==> config.mk <==
export PLATFORM = sky130hd
export DESIGN_NAME = comm_frame_rx_flat
export DESIGN_NICKNAME = d
export VERILOG_FILES = /design/src/rtl/comm_frame_rx_if.sv /design/src/rtl/comm_frame_rx.sv /design/src/flat_wrapper.sv
export SDC_FILE = /design/constraint.sdc
export NUM_CORES = 1
export LEC_CHECK = 0
export ABC_AREA = 1
export BUFFER_PORTS_ARGS = -buffer_cell sky130_fd_sc_hd__buf_2
export CORE_MARGIN = 4
export CORE_UTILIZATION = 53
export DETAILED_ROUTE_END_ITERATION = 10
export PLACE_DENSITY = 0.89
export SYNTH_ARGS = -nofsm -noshare
export SYNTH_HDL_FRONTEND = slang
export SYNTH_SLANG_ARGS = --single-unit
==> constraint.sdc <==
create_clock -name clk -period 1.8 [get_ports clk]
set_input_delay 0.18 -clock clk [delete_from_list [all_inputs] [get_ports clk]]
set_output_delay 0.18 -clock clk [all_outputs]
set_load 0.02 [all_outputs]
==> src/rtl/comm_frame_rx_if.sv <==
// Byte-level handshake bundle between the UART pair, the deframer and the command handler.
// No logic, so no latency.
// Handshakes only: rx_rdy/clr_rx_rdy on receive, cmd_rdy/clr_cmd_rdy toward the handler, send_resp/tx_done on transmit.
interface comm_frame_rx_if;
    // UART receiver side
    logic        rx_rdy;
    logic [7:0]  rx_data;
    logic        clr_rx_rdy;
    // command handler side
    logic [7:0]  cmd;
    logic [15:0] data;
    logic        cmd_rdy;
    logic        clr_cmd_rdy;
    logic        send_resp;
    logic [7:0]  resp;
    // UART transmitter side
    logic        trmt;
    logic [7:0]  tx_data;
    logic        tx_done;
    logic        resp_sent;
    logic        frame_err;

    // environment: UART pair plus command handler
    modport master (
        output rx_rdy, rx_data, clr_cmd_rdy, send_resp, resp, tx_done,
        input  clr_rx_rdy, cmd, data, cmd_rdy, trmt, tx_data, resp_sent, frame_err
    );

    // the deframer itself
    modport slave (
        input  rx_rdy, rx_data, clr_cmd_rdy, send_resp, resp, tx_done,
        output clr_rx_rdy, cmd, data, cmd_rdy, trmt, tx_data, resp_sent, frame_err
    );
endinterface

==> src/rtl/comm_frame_rx.sv <==
// Command deframer: folds 3 received bytes (cmd, data hi, data lo) into cmd/data and returns a 1-byte response.
// Latency: clr_rx_rdy same cycle as rx_rdy; cmd_rdy 1 cycle after the low byte; trmt 1 cycle after send_resp.
// Backpressure: none on receive (every byte is consumed at once, an unacknowledged frame is overwritten); send_resp is dropped while busy.
// Optional inter-byte timeout is built only when FRAME_TIMEOUT_EN is defined.
module comm_frame_rx #(
    parameter int TIMEOUT_CYCLES = 100000
) (
    input  logic            clk,
    input  logic            rst_n,
    comm_frame_rx_if.slave  bus
);

    typedef enum logic [1:0] {IDLE, WAIT_HIGH, WAIT_LOW} rx_state_t;
    typedef enum logic       {TX_IDLE, TX_BUSY}          tx_state_t;

    rx_state_t   rx_state, rx_state_nxt;
    tx_state_t   tx_state, tx_state_nxt;

    logic        clr_rx_rdy_c;
    logic        cap_cmd, cap_high, cap_low;
    logic        timeout_hit;
    logic        tx_start, tx_finish;

    logic [7:0]  cmd_q;
    logic [7:0]  high_hold;
    logic [15:0] data_q;
    logic        cmd_rdy_q;
    logic        trmt_q;
    logic [7:0]  tx_data_q;
    logic        resp_sent_q;
    logic        frame_err_q;

    // RX state register
    always_ff @(posedge clk or negedge rst_n) begin
        if (!rst_n) rx_state <= IDLE;
        else        rx_state <= rx_state_nxt;
    end

    // RX next state: advance on every byte, fall back to IDLE on timeout
    always_comb begin
        rx_state_nxt = rx_state;
        case (rx_state)
            IDLE:      if (bus.rx_rdy) rx_state_nxt = WAIT_HIGH;
            WAIT_HIGH: if (bus.rx_rdy) rx_state_nxt = WAIT_LOW;
                       else if (timeout_hit) rx_state_nxt = IDLE;
            WAIT_LOW:  if (bus.rx_rdy) rx_state_nxt = IDLE;
                       else if (timeout_hit) rx_state_nxt = IDLE;
            default:   rx_state_nxt = IDLE;
        endcase
    end

    // RX outputs: every presented byte is consumed immediately, capture strobe picks the field
    always_comb begin
        clr_rx_rdy_c = bus.rx_rdy;
        cap_cmd      = bus.rx_rdy && (rx_state == IDLE);
        cap_high     = bus.rx_rdy && (rx_state == WAIT_HIGH);
        cap_low      = bus.rx_rdy && (rx_state == WAIT_LOW);
    end

`ifdef FRAME_TIMEOUT_EN
    localparam int              CNT_W   = $clog2(TIMEOUT_CYCLES);
    localparam logic [CNT_W-1:0] CNT_LAST = CNT_W'(TIMEOUT_CYCLES - 1);

    logic [CNT_W-1:0] to_cnt;

    // a byte arriving on the terminal-count cycle wins over the timeout
    assign timeout_hit = (rx_state != IDLE) && !bus.rx_rdy && (to_cnt == CNT_LAST);

    // inter-byte gap counter, held at zero outside a frame and restarted by each byte
    always_ff @(posedge clk or negedge rst_n) begin
        if (!rst_n)
            to_cnt <= '0;
        else if ((rx_state == IDLE) || bus.rx_rdy || timeout_hit)
            to_cnt <= '0;
        else
            to_cnt <= to_cnt + 1'b1;
    end

    // one-cycle error pulse when a partial frame is abandoned
    always_ff @(posedge clk or negedge rst_n) begin
        if (!rst_n) frame_err_q <= 1'b0;
        else        frame_err_q <= timeout_hit;
    end
`else
    // the limit only matters in the timeout build
    wire unused_timeout_cfg = |TIMEOUT_CYCLES;

    assign timeout_hit = 1'b0;
    assign frame_err_q = 1'b0;
`endif

    // frame datapath; data only moves on the low byte so cmd/data are stable while cmd_rdy is high
    always_ff @(posedge clk or negedge rst_n) begin
        if (!rst_n) begin
            cmd_q     <= 8'h00;
            high_hold <= 8'h00;
            data_q    <= 16'h0000;
            cmd_rdy_q <= 1'b0;
        end else begin
            if (cap_cmd)  cmd_q     <= bus.rx_data;
            if (cap_high) high_hold <= bus.rx_data;
            if (cap_low)  data_q    <= {high_hold, bus.rx_data};
            // frame completion beats a same-cycle acknowledge
            if (cap_low)
                cmd_rdy_q <= 1'b1;
            else if (cap_cmd || bus.clr_cmd_rdy)
                cmd_rdy_q <= 1'b0;
        end
    end

    // TX state register
    always_ff @(posedge clk or negedge rst_n) begin
        if (!rst_n) tx_state <= TX_IDLE;
        else        tx_state <= tx_state_nxt;
    end

    // TX next state: one response in flight, requests while busy are dropped
    always_comb begin
        tx_state_nxt = tx_state;
        case (tx_state)
            TX_IDLE: if (bus.send_resp) tx_state_nxt = TX_BUSY;
            TX_BUSY: if (bus.tx_done)   tx_state_nxt = TX_IDLE;
            default: tx_state_nxt = TX_IDLE;
        endcase
    end

    // TX outputs: start and finish strobes for the registered pulses below
    always_comb begin
        tx_start  = (tx_state == TX_IDLE) && bus.send_resp;
        tx_finish = (tx_state == TX_BUSY) && bus.tx_done;
    end

    // registered transmitter handshake; tx_data holds until the next accepted request
    always_ff @(posedge clk or negedge rst_n) begin
        if (!rst_n) begin
            trmt_q      <= 1'b0;
            tx_data_q   <= 8'h00;
            resp_sent_q <= 1'b0;
        end else begin
            trmt_q      <= tx_start;
            resp_sent_q <= tx_finish;
            if (tx_start) tx_data_q <= bus.resp;
        end
    end

    assign bus.clr_rx_rdy = clr_rx_rdy_c;
    assign bus.cmd        = cmd_q;
    assign bus.data       = data_q;
    assign bus.cmd_rdy    = cmd_rdy_q;
    assign bus.trmt       = trmt_q;
    assign bus.tx_data    = tx_data_q;
    assign bus.resp_sent  = resp_sent_q;
    assign bus.frame_err  = frame_err_q;

endmodule

==> src/flat_wrapper.sv <==
// flat-port wrapper written by rule: the top's interface ports become plain ports
module comm_frame_rx_flat 
#(
    parameter int TIMEOUT_CYCLES = 100000
)
  (clk, rst_n, bus_rx_rdy, bus_rx_data, bus_clr_cmd_rdy, bus_send_resp, bus_resp, bus_tx_done, bus_clr_rx_rdy, bus_cmd, bus_data, bus_cmd_rdy, bus_trmt, bus_tx_data, bus_resp_sent, bus_frame_err);
  comm_frame_rx_if bus_i ();
  input  logic clk;
  input  logic rst_n;
  input wire logic [$bits(bus_i.rx_rdy)-1:0] bus_rx_rdy;
  input wire logic [$bits(bus_i.rx_data)-1:0] bus_rx_data;
  input wire logic [$bits(bus_i.clr_cmd_rdy)-1:0] bus_clr_cmd_rdy;
  input wire logic [$bits(bus_i.send_resp)-1:0] bus_send_resp;
  input wire logic [$bits(bus_i.resp)-1:0] bus_resp;
  input wire logic [$bits(bus_i.tx_done)-1:0] bus_tx_done;
  output wire logic [$bits(bus_i.clr_rx_rdy)-1:0] bus_clr_rx_rdy;
  output wire logic [$bits(bus_i.cmd)-1:0] bus_cmd;
  output wire logic [$bits(bus_i.data)-1:0] bus_data;
  output wire logic [$bits(bus_i.cmd_rdy)-1:0] bus_cmd_rdy;
  output wire logic [$bits(bus_i.trmt)-1:0] bus_trmt;
  output wire logic [$bits(bus_i.tx_data)-1:0] bus_tx_data;
  output wire logic [$bits(bus_i.resp_sent)-1:0] bus_resp_sent;
  output wire logic [$bits(bus_i.frame_err)-1:0] bus_frame_err;
  assign bus_i.rx_rdy = bus_rx_rdy;
  assign bus_i.rx_data = bus_rx_data;
  assign bus_i.clr_cmd_rdy = bus_clr_cmd_rdy;
  assign bus_i.send_resp = bus_send_resp;
  assign bus_i.resp = bus_resp;
  assign bus_i.tx_done = bus_tx_done;
  assign bus_clr_rx_rdy = bus_i.clr_rx_rdy;
  assign bus_cmd = bus_i.cmd;
  assign bus_data = bus_i.data;
  assign bus_cmd_rdy = bus_i.cmd_rdy;
  assign bus_trmt = bus_i.trmt;
  assign bus_tx_data = bus_i.tx_data;
  assign bus_resp_sent = bus_i.resp_sent;
  assign bus_frame_err = bus_i.frame_err;
  comm_frame_rx #(.TIMEOUT_CYCLES(TIMEOUT_CYCLES)) u_core (.clk(clk), .rst_n(rst_n), .bus(bus_i));
endmodule
==> impl_metrics.py, run 1 <==
metrics = {
    "outcome": {
        "status": "finished, final reports clean",
    },
    "clock_tree": {
        "post_cts_buffers": 0,
        "cts_max_level": 2,
        "clockBufferDepth": 2,
        "cts.sinks": 46,
        "cts.root.buffer_cell": "clkbuf_4",
        "cts_tree": "yes",
        "clk_latency_ns": 0.36,
        "cts_made_buffers": 5,
        "clk_pin_slew_ns": 0.12,
    },
    "timing": {
        "setup_viol": 0,
        "worst_slew_pin_slew_ns": 0.521,
        "period_share": 0.717,
        "rsz0062_at_grt": "false",
        "slew_violations": 0,
        "skew_ns": 0.00650,
        "period_needed_ns": 1.29,
        "worst_slack_ns": 0.509,
        "setup_tns_ns": 0,
        "slew_headroom": 0.653,
        "clock.fmax_ghz": 0.775,
        "hold_violations": 0,
    },
    "setup_path": {
        "startpoint_type": "flip-flop",
        "cp.arrival_ns": 1.55,
        "rr_worst_depth": 4,
        "worstPathMaxFanout": 17,
        "crit_required_ns": 2.06,
        "crit_type": "reg -> reg",
        "end_kind": "flip-flop",
    },
    "cells_and_area": {
        "multi_input_area_um2": 606,
        "syn2layout_area_growth_pct": 23.7,
        "nNetsFinal": 284,
        "utilization": 0.680,
        "num_antenna_cells": 0,
        "seqCellArea_um2": 1150,
        "layout-drive-gt1-share": 0.285,
        "finish.instance_area_um2": 2290,
        "n_fill_cell": 291,
    },
    "pwr": {
        "p_int_w": 0.00211,
        "power_frac_seq": 0.458,
        "p_switching_w": 0.00157,
        "p_comb_frac": 0.405,
        "p_leak_nw": 1.31,
        "power_frac_clock": 0.136,
        "peakVddDrop_v": 0.000895,
        "p_per_area_nw_per_um2": 1610,
        "p_sw_frac": 0.427,
    },
    "placed_design": {
        "dpl_cell_area_um2": 2180,
        "hpwl_um": 2870,
        "place_congestion": 0.924,
        "dp_worst_setup_slack_ns": 0.520,
        "port_buffers": 57,
    },
    "synthesis": {
        "synthDistinctLibCells": 15,
        "synth_seq_area_share": 0.623,
        "synth_area_um2": 1850,
        "yosysWarnings": 0,
        "syn-num-nets": 221,
        "syn_avg_cell_area_um2": 9.29,
        "ys_seq_elements": 46,
        "synthCells": 199,
    },
    "global_route": {
        "first_global_vias": 1452,
        "grt_max_degree": 25,
        "grt_usage": 0.206,
        "antenna_found_initial": 0,
        "grt_pass1_wl_um": 6780,
        "overflow": 0,
    },
    "floorplan": {
        "rows": 21,
        "die_h_um": 67.1,
        "fp.dieW_um": 67.1,
        "initial_core_util": 0.549,
        "core_area_um2": 3360,
        "pin_count": 59,
        "dieArea_um2": 4500,
    },
    "drt": {
        "drt_first_pass_iters": 4,
        "wl_per_cell_um": 13.3,
        "vias": 1563,
        "drt_iter0_drc": 81,
        "ant_nets": 0,
        "routed_wl_um": 4100,
        "vias_per_cell": 5.06,
        "drc": 0,
    },
    "run": {
        "cap_violations": 0,
    },
    "worst_hold_path": {
        "hp-class": "in -> reg",
        "holdPathStages": 3,
    },
}
timing repair:
item	4_1_cts	5_1_grt
hold buffers	4	1
resized for setup	0	0
endpoints found under the hold margin	25	1
worst max-delay path, stage by stage, from the launching register on:
cell and delay [ns]:
dfrtp_1 0.55, inv_2 0.12, nand3_2 0.29, nand2_1 0.16, nand2_1 0.06
synthesized netlist by cell type:
cell	number	share of area
nand2_1	93	0.19
dfrtp_1	46	0.62
nand4_1	24	0.081
nand3_1	10	0.027
buf_2	7	0.019
buf_4	4	0.016
inv_1	4	0.0081
clkinv_1	2	0.0041
nand2_2	2	0.0068
nand3_2	2	0.011
conb_1	1	0.0020
inv_2	1	0.0020
nor2_1	1	0.0020
nor2_4	1	0.0061
o21ai_0	1	0.0027
per-layer routing:
metal,up-vias,GRT usage,share of wire
met2,42,0.297,0.49
met5,-,0,0
met3,10,0.0489,0.053
li1,767,-,-
met1,744,0.276,0.43
met4,0,0.129,0.023
cells in the final DEF (no fill, tap or decap), drive strengths merged, types with 2 or more instances in the layout:
cell type    count
buf             62
clkbuf           7
clkinv           3
dfrtp           46
dlygate4sd3      5
inv              5
nand2           95
nand3           12
nand4           24
nor2             2
registers in the layout, summed over array words and instances, names as in the netlist:
name,flops
u_core.bus.data,16
u_core.bus.resp_sent,1
u_core.bus.trmt,1
u_core.high_hold,8
u_core.bus.cmd_rdy,1
u_core.bus.cmd,8
u_core.bus.tx_data,8
u_core.rx_state,2
u_core.tx_state,1
power by group through the flow:
stage / Combinational [W] / Clock, W / Sequential [W]
2_1_floorplan: 0.000652 / 0 / 0.00203
3_3_place_gp: 0.00145 / 0 / 0.00170
3_5_place_dp: 0.00149 / 0 / 0.00170
4_1_cts: 0.00150 / 0.000514 / 0.00168
5_1_grt: 0.00167 / 0.000555 / 0.00174
6_report: 0.00149 / 0.000502 / 0.00169
stage by stage:
stage,cells,power [W],hold slack [ns]
4_1_cts,308,0.00370,0.00119
3_3_place_gp,296,0.00315,0.173
2_1_floorplan,199,0.00268,-0.116
6_report,309,0.00368,0.0128
5_1_grt,309,0.00396,0.00748
3_5_place_dp,296,0.00319,0.176
logic make-up after synthesis:
family | share of synthesized area
AO/OA/AOI/OAI | 0.00271
buffers and inverters | 0.0494
flip-flops | 0.623
other | 0.00203
AND/OR/NAND/NOR | 0.323
final cells by class:
class                      instances  share of cell area
timing repair buffer              67               0.169
sequential                        46               0.504
clock buffer                       7              0.0241
multi-input combinational        135               0.265
clock inverter                     1             0.00219
tap                               46              0.0252
inverter                           7              0.0115
path summary, 6_finish.rpt:
path	from	end	slack, ns
worst max-delay path	u_core.rx_state[0]	u_core.bus.data[4]	0.51
worst min-delay path	bus_resp[6]	u_core.bus.tx_data[6]	0.01
worst max register to register	u_core.rx_state[0]	u_core.bus.data[4]	0.51
worst min register to register	u_core.bus.data[10]	u_core.bus.data[10]	0.48
max in group asynchronous	rst_n	u_core.bus.tx_data[1]	1.00
min in group asynchronous	rst_n	u_core.high_hold[6]	0.30
Power figures use the tool's default switching activity.
==> run 2: changes to the inputs <==
--- a/config.mk
+++ b/config.mk
@@ -8,9 +8,9 @@
 export ABC_AREA = 1
 export BUFFER_PORTS_ARGS = -buffer_cell sky130_fd_sc_hd__buf_2
 export CORE_MARGIN = 4
-export CORE_UTILIZATION = 53
+export CORE_UTILIZATION = 50
 export DETAILED_ROUTE_END_ITERATION = 10
-export PLACE_DENSITY = 0.89
+export PLACE_DENSITY = 0.85
 export SYNTH_ARGS = -nofsm -noshare
 export SYNTH_HDL_FRONTEND = slang
 export SYNTH_SLANG_ARGS = --single-unit
==> constraint.sdc (replaced) <==
create_clock -name clk -period 1.2 [get_ports clk]
set_input_delay 0.12 -clock clk [delete_from_list [all_inputs] [get_ports clk]]
set_output_delay 0.12 -clock clk [all_outputs]
set_load 0.02 [all_outputs]
==> run 2 against run 1 <==
Worst setup slack lost 0.41 ns. Die area rose by 5.3%. Clock skew shrank 0.0022 ns. Hold slack lost 0.0013 ns. Via count grew 1.0%. Final cell count grew 0.32%. Routed wire length rose by 0.85%.
==> impl_metrics.py, run 2 (synthesis gave the netlist of run 1 again) <==
metrics = {
    "floorplan": {
        "rows": 21,
        "core_area_um2": 3440,
        "fp.dieW_um": 68.8,
        "pin_count": 59,
        "die_h_um": 68.8,
        "dieArea_um2": 4730,
        "initial_core_util": 0.537,
    },
    "placed_design": {
        "dpl.cell_count": 301,
        "dpl_cell_area_um2": 2210,
        "hpwl_um": 2960,
        "place_congestion": 0.768,
        "dp_worst_setup_slack_ns": -0.0380,
        "port_buffers": 57,
    },
    "clock_tree": {
        "clk_pin_slew_ns": 0.08,
        "cts.root.buffer_cell": "clkbuf_8",
        "cts_made_buffers": 5,
        "cts.sinks": 46,
        "clockBufferDepth": 2,
        "cts_tree": "yes",
        "cts_max_level": 2,
        "post_cts_buffers": 0,
        "clk_latency_ns": 0.30,
    },
    "global_route": {
        "overflow": 0,
        "grt_pass1_wl_um": 6580,
        "grt_usage": 0.191,
        "antenna_found_initial": 0,
        "grt_max_degree": 47,
        "first_global_vias": 1386,
    },
    "drt": {
        "vias_per_cell": 5.09,
        "routed_wl_um": 4140,
        "drt_iter0_drc": 103,
        "drt_first_pass_iters": 4,
        "drc": 0,
        "vias": 1579,
        "ant_nets": 0,
        "wl_per_cell_um": 13.3,
    },
    "cells_and_area": {
        "num_antenna_cells": 0,
        "largest_reg_flops": 16,
        "syn2layout_area_growth_pct": 28.5,
        "fin_cells": 310,
        "layout-drive-gt1-share": 0.311,
        "final_cell_mix": "nand2_1, buf_2, dfrtp_1",
        "finish.instance_area_um2": 2370,
        "final_common_cell": "nand2_1",
        "nNetsFinal": 285,
    },
    "timing": {
        "clock.fmax_ghz": 0.910,
        "setup_tns_ns": 0,
        "period_share": 0.916,
        "rsz0062_at_grt": "false",
        "setup_viol": 0,
        "hold_violations": 0,
        "slew_violations": 0,
        "period_needed_ns": 1.10,
        "skew_ns": 0.00434,
        "worst_slack_ns": 0.101,
        "timing.hold.ws_ns": 0.0115,
    },
    "setup_path": {
        "cp_common_cell": "nand2_1",
        "crit_cells": 4,
        "rr_worst_depth": 4,
        "cp.arrival_ns": 1.29,
        "worstPathMaxFanout": 9,
        "crit_chain": "buf_4 > nand3_2 > nand2_1 > nand2_1",
        "critPathTopFamily": "flip-flops",
        "cpPeakStageDelay_ns": 0.46,
        "crit_type": "reg -> reg",
        "critPathSlowestCell": "dfrtp_1",
        "startpoint_type": "flip-flop",
        "end_kind": "flip-flop",
        "crit_required_ns": 1.39,
        "critical_path_buf_inv_count": 1,
    },
    "pwr": {
        "peakVddDrop_v": 0.00128,
        "p_leak_nw": 1.35,
        "p_per_area_nw_per_um2": 2660,
    },
    "outcome": {
        "status": "finished, final reports clean",
    },
    "worst_hold_path": {
        "holdPathStages": 3,
        "hp-class": "in -> reg",
    },
    "run": {
        "cap_violations": 0,
    },
}
==> run 2: changes by cell type in the layout (fill, tap and decap cells not counted), sizes merged <==
cell / before / now
buf: 62 / 67
dlygate4sd3: 5 / 1
bufinv: 0 / 2
clkbuf: 7 / 6
clkinv: 3 / 2
==> run 2: worst paths after layout <==
kind	slack, ns	from	to
worst max register to register	0.10	u_core.rx_state[0]	u_core.high_hold[4]
worst min register to register	0.46	u_core.tx_state	u_core.bus.resp_sent
worst max-delay path	0.10	u_core.rx_state[0]	u_core.high_hold[4]
max in group asynchronous	0.67	rst_n	u_core.bus.tx_data[4]
min in group asynchronous	0.32	rst_n	u_core.bus.data[2]
worst min-delay path	0.01	bus_resp[1]	u_core.bus.tx_data[1]
==> run 2: what timing repair did <==
action	4_1_cts	5_1_grt
hold buffers	1	0
cloned	0	0
gates resized for setup	1	1
endpoints found under the setup margin	16	12
endpoints found under the hold margin	46	0
==> run 2: cell type report <==
class	instances	area, um2
Clock buffer	6	82.6
Clock inverter	2	60.1
Fill cell	271	1070
Inverter	7	26.3
Multi-Input combinational cell	135	613
Sequential cell	46	1150
Tap cell	46	57.6
Timing Repair Buffer	68	383
==> run 2: tightest hold or removal path, stage by stage <==
cell and delay (ns):
buf_2 0.07, nand2_1 0.04, nand2_1 0.05
==> run 2: metrics by stage <==
step / util / total power, W
after detailed placement: 0.643 / 0.00494
after floorplan: - / 0.00402
after CTS: 0.690 / 0.00635
after global placement: 0.643 / 0.00485
final: 0.690 / 0.00633
after global routing: 0.690 / 0.00671
==> run 2: layer usage <==
layer / global-route usage / wire (um)
met1: 0.250 / 1790
met2: 0.303 / 2020
met3: 0.0551 / 265
met4: 0.0657 / 55
met5: 0 / 0
==> run 2: where the power goes <==
| part | total (W) | switching, W | internal (W) |
|---|---|---|---|
| clock network | 0.00140 | 0.000509 | 0.000888 |
| logic | 0.00238 | 0.00157 | 0.000811 |
| registers | 0.00255 | 0.000386 | 0.00216 |
| total | 0.00633 | 0.00246 | 0.00386 |
==> run 3: changes to the inputs <==
--- a/config.mk
+++ b/config.mk
@@ -7,10 +7,13 @@
 export LEC_CHECK = 0
 export ABC_AREA = 1
 export BUFFER_PORTS_ARGS = -buffer_cell sky130_fd_sc_hd__buf_2
+export CELL_PAD_IN_SITES_DETAIL_PLACEMENT = 1
+export CELL_PAD_IN_SITES_GLOBAL_PLACEMENT = 2
 export CORE_MARGIN = 4
-export CORE_UTILIZATION = 50
+export CORE_UTILIZATION = 29
 export DETAILED_ROUTE_END_ITERATION = 10
-export PLACE_DENSITY = 0.85
+export PLACE_DENSITY = 0.84
+export RECOVER_POWER = 100
 export SYNTH_ARGS = -nofsm -noshare
 export SYNTH_HDL_FRONTEND = slang
 export SYNTH_SLANG_ARGS = --single-unit
==> constraint.sdc (replaced) <==
create_clock -name clk -period 1.2 [get_ports clk]
set_input_delay 0.06 -clock clk [delete_from_list [all_inputs] [get_ports clk]]
set_output_delay 0.06 -clock clk [all_outputs]
set_load 0.02 [all_outputs]
==> run 3 against run 2 <==
Utilization decreased by 29 points. Routed wire length increased by 17%. Maximum frequency increased by 2.2%. Hold slack improved by 0.037 ns.
==> impl_metrics.py, run 3 (synthesis gave the netlist of run 1 again) <==
metrics = {
    "run": {
        "cap_violations": 0,
    },
    "cells_and_area": {
        "multi_input_area_um2": 611,
        "num_antenna_cells": 0,
        "seqCellArea_um2": 1150,
        "largest_reg_flops": 16,
        "n_fill_cell": 731,
        "layout-drive-gt1-share": 0.156,
        "syn2layout_area_growth_pct": 29.9,
        "final_cell_mix": "nand2_1, dfrtp_1, clkbuf_1",
        "fin_cells": 350,
        "final_common_cell": "nand2_1",
        "nNetsFinal": 296,
    },
    "worst_hold_path": {
        "hp-class": "in -> reg",
        "hold_start": "bus_rx_data[5]",
    },
    "placed_design": {
        "hpwl_um": 3480,
        "place_congestion": 0.746,
        "port_buffers": 57,
        "dpl.cell_count": 331,
    },
    "drt": {
        "drt_iter0_drc": 52,
        "drc": 0,
        "vias_per_cell": 4.63,
        "drt_first_pass_iters": 4,
        "ant_nets": 0,
        "vias": 1622,
        "routed_wl_um": 4840,
        "wl_per_cell_um": 13.8,
    },
    "global_route": {
        "grt_max_degree": 47,
        "first_global_vias": 1661,
        "grt_usage": 0.137,
        "overflow": 0,
        "antenna_found_initial": 0,
        "grt_pass1_wl_um": 8000,
    },
    "floorplan": {
        "pin_count": 59,
        "fp.dieW_um": 87.8,
        "initial_core_util": 0.305,
        "die_h_um": 87.8,
        "core_area_um2": 6060,
        "rows": 28,
        "dieArea_um2": 7710,
    },
    "clock_tree": {
        "cts_max_level": 2,
        "cts_made_buffers": 5,
        "cts_tree": "yes",
        "clk_pin_slew_ns": 0.08,
        "clk_latency_ns": 0.30,
        "clockBufferDepth": 2,
        "post_cts_buffers": 0,
        "cts.sinks": 46,
        "cts.root.buffer_cell": "clkbuf_8",
    },
    "pwr": {
        "p_leak_nw": 1.25,
        "p_per_area_nw_per_um2": 2400,
        "peakVddDrop_v": 0.000807,
    },
    "setup_path": {
        "cp.arrival_ns": 1.27,
        "worstReg2RegStart": "u_core.rx_state[1]",
        "worstPathMaxFanout": 8,
        "crit_required_ns": 1.39,
        "crit_type": "reg -> reg",
        "startpoint_type": "flip-flop",
        "end_kind": "flip-flop",
        "crit_start": "u_core.rx_state[1]",
    },
    "timing": {
        "setup_viol": 0,
        "clock.fmax_ghz": 0.930,
        "slew_headroom": 0.573,
        "period_needed_ns": 1.08,
        "hold_violations": 0,
        "setup_tns_ns": 0,
        "rsz0062_at_grt": "false",
        "slew_violations": 0,
        "skew_ns": 0.00747,
        "worst_slew_pin_slew_ns": 0.641,
        "period_share": 0.896,
    },
    "outcome": {
        "status": "finished, final reports clean",
    },
}
run 3: repair_timing:
| action | in CTS | in global routing |
|---|---|---|
| hold buffers | 11 | 0 |
| endpoints found under the setup margin | 0 | 24 |
| endpoints found under the hold margin | 57 | 0 |
| gates resized for setup | 0 | 3 |
run 3: layer usage:
metal / vias up / GRT usage / wire [um]
met1: 787 / 0.174 / 2220
met2: 28 / 0.225 / 2320
met4: 0 / 0.0753 / 122
met3: 7 / 0.0207 / 178
li1: 800 / - / -
met5: - / 0 / 0
run 3: final cells by class:
class                   count  share of cell area
clock buffers               7              0.0360
clock inverters             1             0.00208
inverters                   7              0.0109
multi-input cells         135               0.254
flip-flops and latches     46               0.480
well taps                  75              0.0391
repair buffers             79               0.178
run 3: worst paths after layout:
path | endpoint | slack (ns) | cells after the start
hold / removal | u_core.high_hold[5] | 0.05 | 3
hold reg to reg | u_core.bus.data[3] | 0.47 | 2
min in group asynchronous | u_core.bus.cmd[0] | 0.41 | 3
setup reg to reg | u_core.high_hold[0] | 0.12 | 4
setup / recovery | u_core.high_hold[0] | 0.12 | 4
max in group asynchronous | u_core.rx_state[1] | 0.33 | 3
run 3: power breakdown:
part / internal, W / switching [W] / total, W
registers: 0.00216 / 0.000343 / 0.00251
logic: 0.000683 / 0.00160 / 0.00229
clock network: 0.000465 / 0.000511 / 0.000976
run 3: per-stage QoR:
stage	util	worst slack (ns)	area, um2	total power, W	hold slack [ns]
after floorplan	-	0.150	1850	0.00402	-0.236
after global placement	0.372	0.0799	2260	0.00491	0.0627
after detailed placement	0.372	0.0393	2260	0.00497	0.0689
after CTS	0.406	0.0156	2460	0.00600	0.0335
after global routing	0.396	0.0288	2400	0.00625	0.0469
final	0.396	0.125	2400	0.00577	0.0484
run 3: worst max-delay path, stage by stage, from the launching register on:
cell      delay, ns
dfrtp_2        0.43
clkinv_1       0.17
clkbuf_2       0.21
nand4_1        0.10
nand2_1        0.05
